**config.mk**
```make
export PLATFORM = sky130hd
export DESIGN_NAME = quantum_scheduler
export DESIGN_NICKNAME = d
export VERILOG_FILES = /design/src/rtl/quantum_scheduler.sv
export SDC_FILE = /design/constraint.sdc
export NUM_CORES = 1
export LEC_CHECK = 0
export CAP_MARGIN = 20
export CORE_UTILIZATION = 61
export DETAILED_ROUTE_END_ITERATION = 7
export PLACE_DENSITY = 0.8
export SLEW_MARGIN = 20
export SYNTH_ARGS = -nofsm -noshare
export SYNTH_HDL_FRONTEND = slang
export SYNTH_SLANG_ARGS = --single-unit
```
**constraint.sdc**
```tcl
create_clock -name clk -period 17.3 [get_ports clk]
set_clock_uncertainty 0.1 [all_clocks]
set_input_delay 3.46 -clock clk [delete_from_list [all_inputs] [get_ports clk]]
set_output_delay 3.46 -clock clk [all_outputs]
set_load 0.1 [all_outputs]
```
**src/rtl/quantum_scheduler.sv**
```systemverilog
// quantum_scheduler: round-robin time-slice scheduler feeding the CPU PC mux.
// Counts retired instructions per slice, saves the interrupted PC on a
// switch, then scans the process table one index per cycle for the next
// runnable process.
//
// state    | meaning
// ---------+-----------------------------------------------------------
// IDLE     | waiting for start; outputs quiet
// RUN      | current process executing, retires counted against quantum
// SAVE     | write latched pc+1 into the current process' table entry
// SELECT   | examine one table index per cycle for the next active one
// DISPATCH | switch_req pulse with next_pc of the selected process
// DONE     | all_done pulse, no active process remains
module quantum_scheduler #(
    parameter int NPROC     = 10,
    parameter int PROC_SIZE = 300,
    parameter int QUANTUM   = 8,
    parameter int QW        = 8
) (
    input  logic        clk,
    input  logic        reset,
    input  logic        start,
    input  logic [3:0]  num_procs,
    input  logic        retire,
    input  logic        stall,
    input  logic [31:0] pc,
    input  logic        io_instr,
    input  logic        proc_end,
    output logic        switch_req,
    output logic [31:0] next_pc,
    output logic [3:0]  cur_proc,
    output logic        busy,
    output logic        all_done
);

    typedef enum logic [2:0] {
        S_IDLE,
        S_RUN,
        S_SAVE,
        S_SELECT,
        S_DISPATCH,
        S_DONE
    } state_t;

    localparam logic [3:0]    NPROC_W = 4'(NPROC);
    localparam logic [QW-1:0] QLAST   = QW'(QUANTUM - 1);

    state_t          state_q, state_d;
    logic [3:0]      n_q, n_d;
    logic [3:0]      scan_q, scan_d;
    logic [3:0]      scan_cnt_q, scan_cnt_d;
    logic [QW-1:0]   cnt_q, cnt_d;
    logic [31:0]     latch_q, latch_d;
    logic [NPROC:0]  active_q, active_d;
    logic [31:0]     saved_q [0:NPROC];
    logic [31:0]     saved_d [0:NPROC];
    logic            switch_req_q, switch_req_d;
    logic [31:0]     next_pc_q, next_pc_d;
    logic [3:0]      cur_proc_q, cur_proc_d;
    logic            busy_q, busy_d;
    logic            all_done_q, all_done_d;

    logic [3:0]      n_start;
    logic [3:0]      cand;
    logic            fire;

    // Clamped process count, next scan candidate (wraps n -> 1), valid retire.
    assign n_start = (num_procs > NPROC_W) ? NPROC_W : num_procs;
    assign cand    = (scan_q >= n_q) ? 4'd1 : scan_q + 4'd1;
    assign fire    = retire & ~stall;

    // Next-state, table updates and registered-output values.
    always_comb begin
        state_d      = state_q;
        n_d          = n_q;
        scan_d       = scan_q;
        scan_cnt_d   = scan_cnt_q;
        cnt_d        = cnt_q;
        latch_d      = latch_q;
        active_d     = active_q;
        saved_d      = saved_q;
        switch_req_d = 1'b0;
        all_done_d   = 1'b0;
        next_pc_d    = next_pc_q;
        cur_proc_d   = cur_proc_q;

        case (state_q)
            S_IDLE: begin
                if (start) begin
                    n_d = n_start;
                    for (int i = 1; i <= NPROC; i++) begin
                        active_d[4'(i)] = (i <= int'(n_start));
                        if (i <= int'(n_start)) begin
                            saved_d[4'(i)] = 32'(i) * 32'(PROC_SIZE);
                        end
                    end
                    // Scan starts at n so the first candidate wraps to index 1.
                    scan_d     = n_start;
                    scan_cnt_d = 4'd0;
                    if (n_start == 4'd0) begin
                        state_d    = S_DONE;
                        all_done_d = 1'b1;
                        cur_proc_d = 4'd0;
                    end else begin
                        state_d = S_SELECT;
                    end
                end
            end

            S_RUN: begin
                if (fire) begin
                    if (proc_end) begin
                        active_d[cur_proc_q] = 1'b0;
                        scan_d               = cur_proc_q;
                        scan_cnt_d           = 4'd0;
                        state_d              = S_SELECT;
                    end else if (io_instr || (cnt_q == QLAST)) begin
                        latch_d = pc + 32'd1;
                        state_d = S_SAVE;
                    end else begin
                        cnt_d = cnt_q + QW'(1);
                    end
                end
            end

            S_SAVE: begin
                saved_d[cur_proc_q] = latch_q;
                scan_d              = cur_proc_q;
                scan_cnt_d          = 4'd0;
                state_d             = S_SELECT;
            end

            S_SELECT: begin
                if (active_q[cand]) begin
                    state_d      = S_DISPATCH;
                    switch_req_d = 1'b1;
                    next_pc_d    = saved_q[cand];
                    cur_proc_d   = cand;
                    cnt_d        = '0;
                end else begin
                    scan_d     = cand;
                    scan_cnt_d = scan_cnt_q + 4'd1;
                    // The current process is examined last, so n misses means none left.
                    if ((scan_cnt_q + 4'd1) == n_q) begin
                        state_d    = S_DONE;
                        all_done_d = 1'b1;
                        cur_proc_d = 4'd0;
                    end
                end
            end

            S_DISPATCH: state_d = S_RUN;

            S_DONE: state_d = S_IDLE;

            default: state_d = S_IDLE;
        endcase

        busy_d = (state_d != S_IDLE);
    end

    // FSM state register.
    always_ff @(posedge clk or posedge reset) begin
        if (reset) begin
            state_q <= S_IDLE;
        end else begin
            state_q <= state_d;
        end
    end

    // Process table, slice counter, scan pointer and registered outputs.
    always_ff @(posedge clk or posedge reset) begin
        if (reset) begin
            n_q          <= 4'd0;
            scan_q       <= 4'd0;
            scan_cnt_q   <= 4'd0;
            cnt_q        <= '0;
            latch_q      <= 32'd0;
            active_q     <= '0;
            for (int i = 0; i <= NPROC; i++) begin
                saved_q[i] <= 32'd0;
            end
            switch_req_q <= 1'b0;
            next_pc_q    <= 32'd0;
            cur_proc_q   <= 4'd0;
            busy_q       <= 1'b0;
            all_done_q   <= 1'b0;
        end else begin
            n_q          <= n_d;
            scan_q       <= scan_d;
            scan_cnt_q   <= scan_cnt_d;
            cnt_q        <= cnt_d;
            latch_q      <= latch_d;
            active_q     <= active_d;
            saved_q      <= saved_d;
            switch_req_q <= switch_req_d;
            next_pc_q    <= next_pc_d;
            cur_proc_q   <= cur_proc_d;
            busy_q       <= busy_d;
            all_done_q   <= all_done_d;
        end
    end

    assign switch_req = switch_req_q;
    assign next_pc    = next_pc_q;
    assign cur_proc   = cur_proc_q;
    assign busy       = busy_q;
    assign all_done   = all_done_q;

endmodule

```
======== After elaboration in Yosys (flattened, before gate mapping) ========
Index checks and enable logic that the tools add are counted.
word-level totals
  flip-flop bits (word level) ............. 457
  input port bits ......................... 43
  output and inout bits ................... 39
  logic and storage cells ................. 158
operators by class
  add/sub/neg operators ................... 4
  magnitude comparators ................... 15
  equal/unequal tests ..................... 22
  mux-type cells .......................... 60
  bitwise operators ....................... 7
  reduce and logical (&&, ||, !) cells .... 26
operators by type and width
  operator                                                              count
  224-bit one-hot mux with 2 select lines                               1
  352-bit bitwise mux                                                   1
  32-bit two-way mux                                                    10
  224-bit two-way mux                                                   1
  32-bit binary-select mux with 4-bit select                            1
  32-bit demux with 4-bit select                                        1
  4-bit two-way mux                                                     14
  8-bit two-way mux                                                     6
  32-bit by 1-bit adder with 32-bit output, second input constant       1
  4-bit one-hot mux with 4 select lines                                 2
  2-bit inequality test, second input constant                          15
  3-bit AND reduction                                                   8
  3-bit two-way mux                                                     7
  3-bit by 4-bit <= comparator with 1-bit output, first input constant  4
  8-bit one-hot mux with 2 select lines                                 1
  3-bit one-hot mux with 5 select lines                                 1
  7-bit one-hot mux with 2 select lines                                 1
  4-bit AND reduction                                                   3
  11-bit bitwise AND                                                    1
  11-bit inverter                                                       1
  5-bit greater-or-equal comparator, second input constant              2
  4-bit by 5-bit < comparator with 1-bit output, second input constant  2
  4-bit inverter with 5-bit output                                      2
  5-bit AND reduction                                                   2
  other kinds (30)                                                      46

======== Logic depth before layout (Yosys ltp) ========
Gate-level depths: netlist of the first run.
  depth after elaboration ................. 9
  depth in mapped cells ................... 14
  depth with buffers taken out ............ 8

======== Worst setup path before layout of the first run ========
Ideal clock, no wire load.
  kind .................................... input to register
  start point ............................. input port num_procs[1]
  end point ............................... register saved_q[164] in the netlist's numbering
  setup time .............................. 0.133 ns
  data arrival time ....................... 4.966 ns
  required time ........................... 17.067 ns
  setup slack ............................. 12.100 ns
  cell stages on the path ................. 8
  buffers on the path ..................... 3
  cell sequence ........................... or2_2 -> clkbuf_1 -> a21oi_1 -> a2bb2oi_1 -> nand2b_1 -> clkbuf_1 -> clkbuf_1 -> o21ai_0
on the way
  cells in the longest elaborated chain, start to end .. 5
ends and longest elaborated chain
  what                                                line  source
  from (decl)                                         23    input logic [3:0] num_procs,
  4-bit > comparator                                  68    assign n_start = (num_procs > NPROC_W) ? NPROC_W : num_procs;
  4-bit two-way mux (*)                               68
  3-bit by 4-bit <= comparator with 1-bit output (*)  93    if (i <= int'(n_start)) begin
  2-bit inequality test (no source line) (*)          -
  3-bit AND reduction (no source line) (*)            -
  to (signal assigned)                                195   saved_q <= saved_d;
  to (decl)                                           55    logic [31:0] saved_q [0:NPROC];
Mark *: on every way between the ends. The rest lies on a longest branch, timed or not.
A chain may end at the register's enable or synchronous reset.

======== Final worst setup path of the first run ========
  start point ............................. register cur_proc_q[2], in the netlist cur_proc[2]
  end point ............................... output port cur_proc[2]
RTL lines
  what                    line  source
  from (decl)             59    logic [3:0] cur_proc_q, cur_proc_d;
  from (signal assigned)  198   cur_proc_q <= cur_proc_d;
  to (decl)               31    output logic [3:0] cur_proc,
No word-level cell between the ends.

==> results of run 1 <==
==> metal layers <==
layer,wire length (µm),GRT usage (%),vias up
met5,0,0,-
met4,1617,11.00,0
met3,5290,6.754,127
met2,26120,50.77,856
met1,22180,44.56,7727
li1,-,-,6336
==> worst min-delay path by stage <==
stage / from / end / slack [ns]
detailed placement: saved_q[197] / saved_q[197] / 0.37
CTS: saved_q[137] / saved_q[137] / 0.38
floorplan: active_q[1] / active_q[1] / 0.34
global route: active_q[3] / active_q[3] / 0.40
finish: active_q[3] / active_q[3] / 0.38
global placement: saved_q[231] / saved_q[231] / 0.36
==> power by group <==
part / internal (W) / total (W) / switching [W]
logic: 0.000706 / 0.00203 / 0.00133
clock network: 0.000588 / 0.000998 / 0.000410
registers: 0.00132 / 0.00160 / 0.000278
total: 0.00261 / 0.00463 / 0.00201
==> kinds of logic after synthesis <==
group	after synthesis	share of synthesized area, %
xor gates and xnor gates	47	2.044
buffers and inverters	176	3.410
and+or+nand+nor	246	5.580
DFF	457	54.78
adders and majority gates	8	0.4795
AOI/OAI and AO/OA	499	17.81
muxes	266	15.90
==> layout make-up <==
class | count | area share [%]
clock buffer | 71 | 6.141
clock inverter | 12 | 0.3878
inverter | 17 | 0.3028
multi-input combinational | 1066 | 37.80
sequential | 457 | 48.56
tap | 448 | 2.380
timing repair buffer | 110 | 4.420
==> synthesized netlist by cell type (3+ instances only) <==
cell type / n / share of area, %
sky130_fd_sc_hd__dfrtp_1: 457 / 55
sky130_fd_sc_hd__a22o_1: 193 / 8.1
sky130_fd_sc_hd__mux2_2: 168 / 9.1
sky130_fd_sc_hd__clkbuf_1: 123 / 2.2
sky130_fd_sc_hd__nand2_1: 82 / 1.5
sky130_fd_sc_hd__o22ai_1: 71 / 2.1
sky130_fd_sc_hd__nor2_1: 69 / 1.2
sky130_fd_sc_hd__o21ai_0: 57 / 1.4
sky130_fd_sc_hd__a21oi_1: 44 / 1.1
sky130_fd_sc_hd__mux2i_1: 38 / 1.8
sky130_fd_sc_hd__xor2_1: 36 / 1.5
sky130_fd_sc_hd__o21a_1: 35 / 1.3
sky130_fd_sc_hd__o2bb2ai_1: 35 / 1.5
sky130_fd_sc_hd__a22oi_1: 33 / 1.2
sky130_fd_sc_hd__mux4_2: 33 / 3.6
sky130_fd_sc_hd__mux2_1: 27 / 1.5
sky130_fd_sc_hd__buf_2: 23 / 0.55
sky130_fd_sc_hd__inv_1: 17 / 0.31
sky130_fd_sc_hd__nand3_1: 17 / 0.41
sky130_fd_sc_hd__nor3_1: 13 / 0.31
sky130_fd_sc_hd__nand4_1: 12 / 0.36
sky130_fd_sc_hd__buf_1: 10 / 0.18
sky130_fd_sc_hd__and3_1: 9 / 0.27
sky130_fd_sc_hd__xnor2_1: 9 / 0.38
sky130_fd_sc_hd__ha_1: 8 / 0.48
sky130_fd_sc_hd__nand2b_1: 8 / 0.24
sky130_fd_sc_hd__nor2b_1: 7 / 0.21
sky130_fd_sc_hd__and2_1: 5 / 0.15
sky130_fd_sc_hd__or2_2: 5 / 0.15
sky130_fd_sc_hd__a211oi_1: 4 / 0.14
sky130_fd_sc_hd__nor3_2: 4 / 0.19
sky130_fd_sc_hd__o211ai_1: 4 / 0.14
sky130_fd_sc_hd__buf_6: 3 / 0.16
sky130_fd_sc_hd__o21ai_1: 3 / 0.072
sky130_fd_sc_hd__o221ai_1: 3 / 0.13
sky130_fd_sc_hd__or3_1: 3 / 0.090
==> per-stage QoR <==
stage / instances / area, µm² / utilization [%] / power, W
after floorplan: 1699 / 20880 / - / 0.002957
after global placement: 2098 / 22010 / 65.47 / 0.003533
after detailed placement: 2098 / 22010 / 65.47 / 0.003588
after CTS: 2181 / 23550 / 70.05 / 0.004596
after global routing: 2181 / 23550 / 70.06 / 0.004820
final: 2181 / 23550 / 70.06 / 0.004625
==> registers in the layout, summed over array words and instances, names as in the netlist <==
signal and flops:
cur_proc 4, scan_q 4, latch_q 32, active_q 11, switch_req 1, saved_q 352
cnt_q 8, state_q 3, n_q 4, busy 1, next_pc 32, all_done 1
scan_cnt_q 4
==> out/qor_table.md, run 1 <==
| Group | Item | Value |
| --- | --- | --- |
| critical path | Type of origin of the critical path | flop |
| layout | Commonest cells after routing, fill and taps aside | 456 x sky130_fd_sc_hd__dfrtp_1, 193 x sky130_fd_sc_hd__a22o_1, 168 x sky130_fd_sc_hd__mux2_2 |
| global routing | Number of antenna violations at the first check in global routing | 0 |
| critical path | Count of buffering cells on the critical path with inverters included | 1 |
| yosys | Primary FF master, synth | sky130_fd_sc_hd__dfrtp_1 |
| routing | Number of detailed-route iterations in the first pass | 5 |
| yosys | Sequential cell area fraction in the yosys report | 54.78% |
| critical path | Worst-path maximum fanout | 10 |
| clock network | Clk pin slew, worst setup/hold paths | 0.06 ns |
| routing | Mean number of vias per cell | 6.899 |
| timing | Worst-margin pin slew | 1.099 ns |
| layout | Most common library cell in the layout ignoring fill and taps | sky130_fd_sc_hd__dfrtp_1 |
| yosys | Mapped cell area | 20880 µm² |
| critical path | Number of cell instances on the worst register-to-register path | 11 |
| critical path | Gate family responsible for the most delay along the worst path | buffers and inverters |
| timing | Worst Hold Slack | 0.3837 ns |
| clock network | Post-CTS Setup Repair Bufs | 0 |
| yosys | Number of flops mapped to enable cells by yosys | 0 |
| clock network | Number of hold buffers added after cts | 0 |
| layout | Area of all sequential standard cells | 11440 µm² |
| routing | Routed wirelength normalized by instance count | 25.31 µm |
| die | Initial Utilization | 62.11% |
| critical path | Reg2Reg Launch Point | scan_q[0] |
| clock network | Clock insertion delay at the later pin of the skew report | 0.55 ns |
| yosys | Total nets after synthesis | 1750 |
| yosys | Library cells used by synthesis | 58 |
| critical path | Ordered list of cells on the worst path | clkdlybuf4s50_1 |
| timing | Final Hold Viols | 0 |
| timing | Max-slew headroom at the worst pin | 26.38% |
| critical path | Count of cell instances traversed by the critical path | 1 |
| critical path | Worst setup path endpoint | cur_proc[2] |
| critical path | R2r setup slk | 12.59 ns |
| clock network | Root Buffer Master | sky130_fd_sc_hd__clkbuf_16 |
| layout | Total area of multi-input combinational cells | 8904 µm² |
| critical path | Critical path's slowest cell | sky130_fd_sc_hd__clkdlybuf4s50_1 |
| die | Die outline area | 34970 µm² |
| global routing | First-pass GRT wire length | 87.42 mm |
| power | Worst ir drop on vdd | 0.1758 mV |
| critical path | Critical path arrival | 2.37 ns |
| die | Die height | 187 µm |
| critical path | Crit-path max cell delay | 1.22 ns |
| timing | Setup repair after global routing missed its margin | no |
| yosys | Number of cells produced by synthesis | 1699 |
| yosys | Number of storage elements in the synthesis netlist | 457 |
| clock network | Inserted Clock Buffers | 46 |
| global routing | Pin count of the biggest net entering global routing | 191 |
| clock network | TritonCTS clock tree | yes |
| yosys | Number of warnings printed during yosys synthesis | 0 |
| critical path | Worst EP required | 13.74 ns |
| job | Max-cap violation count | 0 |
| placement | Half-perimeter wire length after detailed placement | 30.35 mm |
| layout | Number of filler instances in the final layout | 2291 |
| critical path | Type of the setup path with the least slack | flop to output pin |
| clock network | Clock sink total | 457 |
| die | Top-level I/O count | 82 |
| worst hold path | Worst hold path class | flop to flop |
| timing | Share of the cycle needed by the critical path after routing | 34.28% |
| critical path | Endpoint of the worst-slack reg-to-reg timing path | next_pc[2] |
| power | Leakage | 10.63 nW |
| power | Power density over the cells | 196.4 nW/µm² |
| timing | Final setup margin | 11.37 ns |
| layout | Area growth from synthesis to layout | 12.81% |
| routing | Via count | 15050 |
| global routing | Overall routing resource usage | 32.11% |
| clock network | # H-tree levels | 2 |
| routing | Routed Wire Length | 55.21 mm |
| timing | Number of setup violations in the final report | 0 |
| worst hold path | Hold depth | 2 |
| placement | Worst slack at placement | 10.70 ns |
| routing | First-iteration detailed-routing DRC count | 1518 |
| layout | Final nets | 1749 |
| clock network | Clock buffer depth | 3 |
| global routing | Via count of the first global-routing pass | 15280 |
| timing | TNS Setup | 0 ns |
| timing | Final number of max-transition violations | 0 |
| critical path | Worst setup EP type | output pin |
| die | Number of rows in the core area | 67 |
| layout | Layout cells sized above 1 | 19.79% |
| run status | Run status | finished, final reports clean |
| timing | Post-route minimum period | 5.931 ns |
| routing | Post-route DRC | 0 |
| routing | Count of antenna-violating nets left after detailed routing | 0 |
| layout | Inserted Diodes | 0 |
| placement | Buffers on Ports | 81 |
| die | Die extent in x | 187 µm |
| yosys | Syn avg cell area | 12.29 µm² |
| timing | Peak Freq | 0.1686 GHz |
| clock network | Count of instances resized after the clock tree is built | 0 |
| critical path | Critical path launch point | cur_proc[2] |
| die | Core ar. | 33620 µm² |
| placement | Gp weighted congestion | 0.8804 |
| global routing | Total global routing overflow | 0 |
| yosys | Ys async rst share | 100.0% |
Power figures use the tool's default switching activity.
==> run 2, diff against run 1 <==
Settings changed: CORE_UTILIZATION 61 to 55, PLACE_DENSITY 0.8 to 0.76.
Clock period 17.3 ns to 5.25 ns, I/O delays scaled along.
==> run 2 against run 1 <==
  * Critical path depth up 8
  * Global-route usage shrank 2.5 points
  * First-iteration DRC count fell by 11%
  * Non-clock buffer count up 7
  * Combinational power increased to 3.3 times the previous value
  * Hold slack got worse by 0.0038 ns
  * Largest cell class unchanged
==> out/qor_table.md, run 2 (synthesized netlist as in run 1, its figures left out) <==
| Group | Item | Value |
| --- | --- | --- |
| run status | Run status | finished, final reports clean |
| die | Die extent in x | 196.8 µm |
| routing | Routed wirelength normalized by instance count | 24.71 µm |
| routing | Routed Wire Length | 55.55 mm |
| die | Number of rows in the core area | 70 |
| clock network | Number of hold buffers added after cts | 0 |
| global routing | Pin count of the biggest net entering global routing | 104 |
| critical path | Crit-path max cell delay | 0.62 ns |
| clock network | Count of instances resized after the clock tree is built | 0 |
| critical path | Most used cell, CP | sky130_fd_sc_hd__buf_4 |
| layout | Commonest cells after routing, fill and taps aside | 456 x sky130_fd_sc_hd__dfrtp_1, 193 x sky130_fd_sc_hd__a22o_1, 168 x sky130_fd_sc_hd__mux2_2 |
| global routing | Total global routing overflow | 0 |
| power | Sequential Power Share | 34.1% |
| critical path | Type of origin of the critical path | flop |
| critical path | Ordered list of cells on the worst path | buf_4, nand3_1, xnor2_4, buf_4, a21oi_1, a21o_1, a21oi_4, buf_4, mux2_1 |
| timing | Max-slew headroom at the worst pin | 25.47% |
| layout | Number of flip-flops in the largest register | 352 |
| critical path | Worst EP required | 5.61 ns |
| global routing | First-pass GRT wire length | 88.02 mm |
| routing | Number of detailed-route iterations in the first pass | 6 |
| power | Total internal power | 0.008841 W |
| timing | Post-route minimum period | 3.702 ns |
| routing | First-iteration detailed-routing DRC count | 1344 |
| routing | Count of antenna-violating nets left after detailed routing | 0 |
| power | Net switching power figure | 0.006698 W |
| layout | Layout cells sized above 1 | 20.07% |
| clock network | Clk pin slew, worst setup/hold paths | 0.06 ns |
| timing | Peak Freq | 0.2701 GHz |
| timing | Setup repair after global routing missed its margin | no |
| global routing | Overall routing resource usage | 29.62% |
| clock network | Inserted Clock Buffers | 47 |
| clock network | Clock sink total | 457 |
| power | Leakage | 10.73 nW |
| layout | Final nets | 1757 |
| timing | Worst-margin pin slew | 1.116 ns |
| die | Die height | 196.8 µm |
| job | Max-cap violation count | 0 |
| worst hold path | Worst hold path class | flop to flop |
| die | Core ar. | 36960 µm² |
| layout | Inserted Diodes | 0 |
| routing | Mean number of vias per cell | 6.606 |
| timing | Share of the cycle needed by the critical path after routing | 70.51% |
| global routing | Via count of the first global-routing pass | 15260 |
| layout | Most common library cell in the layout ignoring fill and taps | sky130_fd_sc_hd__dfrtp_1 |
| clock network | Root Buffer Master | sky130_fd_sc_hd__clkbuf_16 |
| critical path | Critical path arrival | 4.06 ns |
| critical path | Worst-path maximum fanout | 37 |
| critical path | Count of buffering cells on the critical path with inverters included | 3 |
| critical path | Worst setup EP type | flop |
| power | Sw frac | 43.11% |
| critical path | Critical path's slowest cell | sky130_fd_sc_hd__buf_4 |
| layout | Register with the most flip-flops | saved_q |
| placement | Buffers on Ports | 81 |
| placement | Placed Area | 22190 µm² |
| routing | Post-route DRC | 0 |
| die | Top-level I/O count | 82 |
| critical path | Gate family responsible for the most delay along the worst path | buffers and inverters |
| critical path | Type of the setup path with the least slack | flop to flop |
| global routing | Number of antenna violations at the first check in global routing | 1 |
| timing | Final Hold Viols | 0 |
| layout | Number of filler instances in the final layout | 2787 |
| die | Initial Utilization | 56.49% |
| routing | Via count | 14850 |
| clock network | Post-CTS Setup Repair Bufs | 0 |
| layout | Area growth from synthesis to layout | 14.30% |
| timing | Final number of max-transition violations | 0 |
| power | Gate power share | 43.1% |
| power | Share of power burned in the clock network | 22.9% |
| clock network | Clock insertion delay at the later pin of the skew report | 0.58 ns |
| clock network | Clock buffer depth | 3 |
| power | Worst ir drop on vdd | 0.4680 mV |
| layout | Share of the core filled with cells | 64.56% |
| placement | Gp weighted congestion | 0.8470 |
| clock network | # H-tree levels | 2 |
| placement | Half-perimeter wire length after detailed placement | 32.96 mm |
| clock network | TritonCTS clock tree | yes |
| power | Power density over the cells | 651.2 nW/µm² |
| layout | Finished layout cell area | 23860 µm² |
| die | Die outline area | 38740 µm² |
| timing | Number of setup violations in the final report | 0 |
## run 2: area by class of cell
class                   count  area (µm²)  share of cell area (%)
repair buffers            117        1156                   4.845
flip-flops and latches    457       11440                   47.93
clock buffers              72        1441                   6.040
clock inverters            15       222.7                  0.9333
multi-input cells        1066        8907                   37.33
well taps                 504       630.6                   2.643
inverters                  17       67.56                  0.2831
## run 2: power groups by stage
stage               Clock [W]  Sequential (W)  Combinational [W]
floorplan                   0         0.00554            0.00420
global placement            0         0.00526            0.00646
detailed placement          0         0.00531            0.00660
CTS                   0.00358         0.00526            0.00664
global route          0.00372         0.00540            0.00710
finish                0.00355         0.00529            0.00669
## run 2: path summary, 6_finish.rpt
path,end,from,cells past startpoint,slack (ns)
min in group asynchronous,scan_cnt_q[3],reset,2,0.93
hold reg to reg,saved_q[170],saved_q[170],2,0.38
hold / removal,saved_q[170],saved_q[170],2,0.38
setup / recovery,next_pc[14],scan_q[0],9,1.55
setup reg to reg,next_pc[14],scan_q[0],9,1.55
max in group asynchronous,saved_q[308],reset,3,3.09
## run 2: tightest hold or removal path, stage by stage (launching register included)
cell and delay, ns:
sky130_fd_sc_hd__dfrtp_1 0.34, sky130_fd_sc_hd__nand2_1 0.05, sky130_fd_sc_hd__o21ai_0 0.06
## run 2: routing by layer
layer  vias to the layer above  share of wire (%)  GRT usage [%]  wire (µm)
li1                       6347                  -              -          -
met1                      7687                 42          41.56      23500
met2                       690                 47          46.38      25840
met3                       126                8.2          5.595       4571
met4                         0                3.0          10.57       1639
met5                         -                  0              0          0
## run 2: through the flow
step	std cells	total power (W)	hold slack (ns)	setup TNS, ns	worst slack, ns
after global routing	2248	0.01622	0.4027	0	1.276
after global placement	2161	0.01173	0.3568	0	1.423
after floorplan	1699	0.009746	0.3430	-951.95	-2.083
final	2248	0.01554	0.3798	0	1.548
after CTS	2248	0.01548	0.3834	0	1.546
after detailed placement	2161	0.01191	0.3693	0	1.337
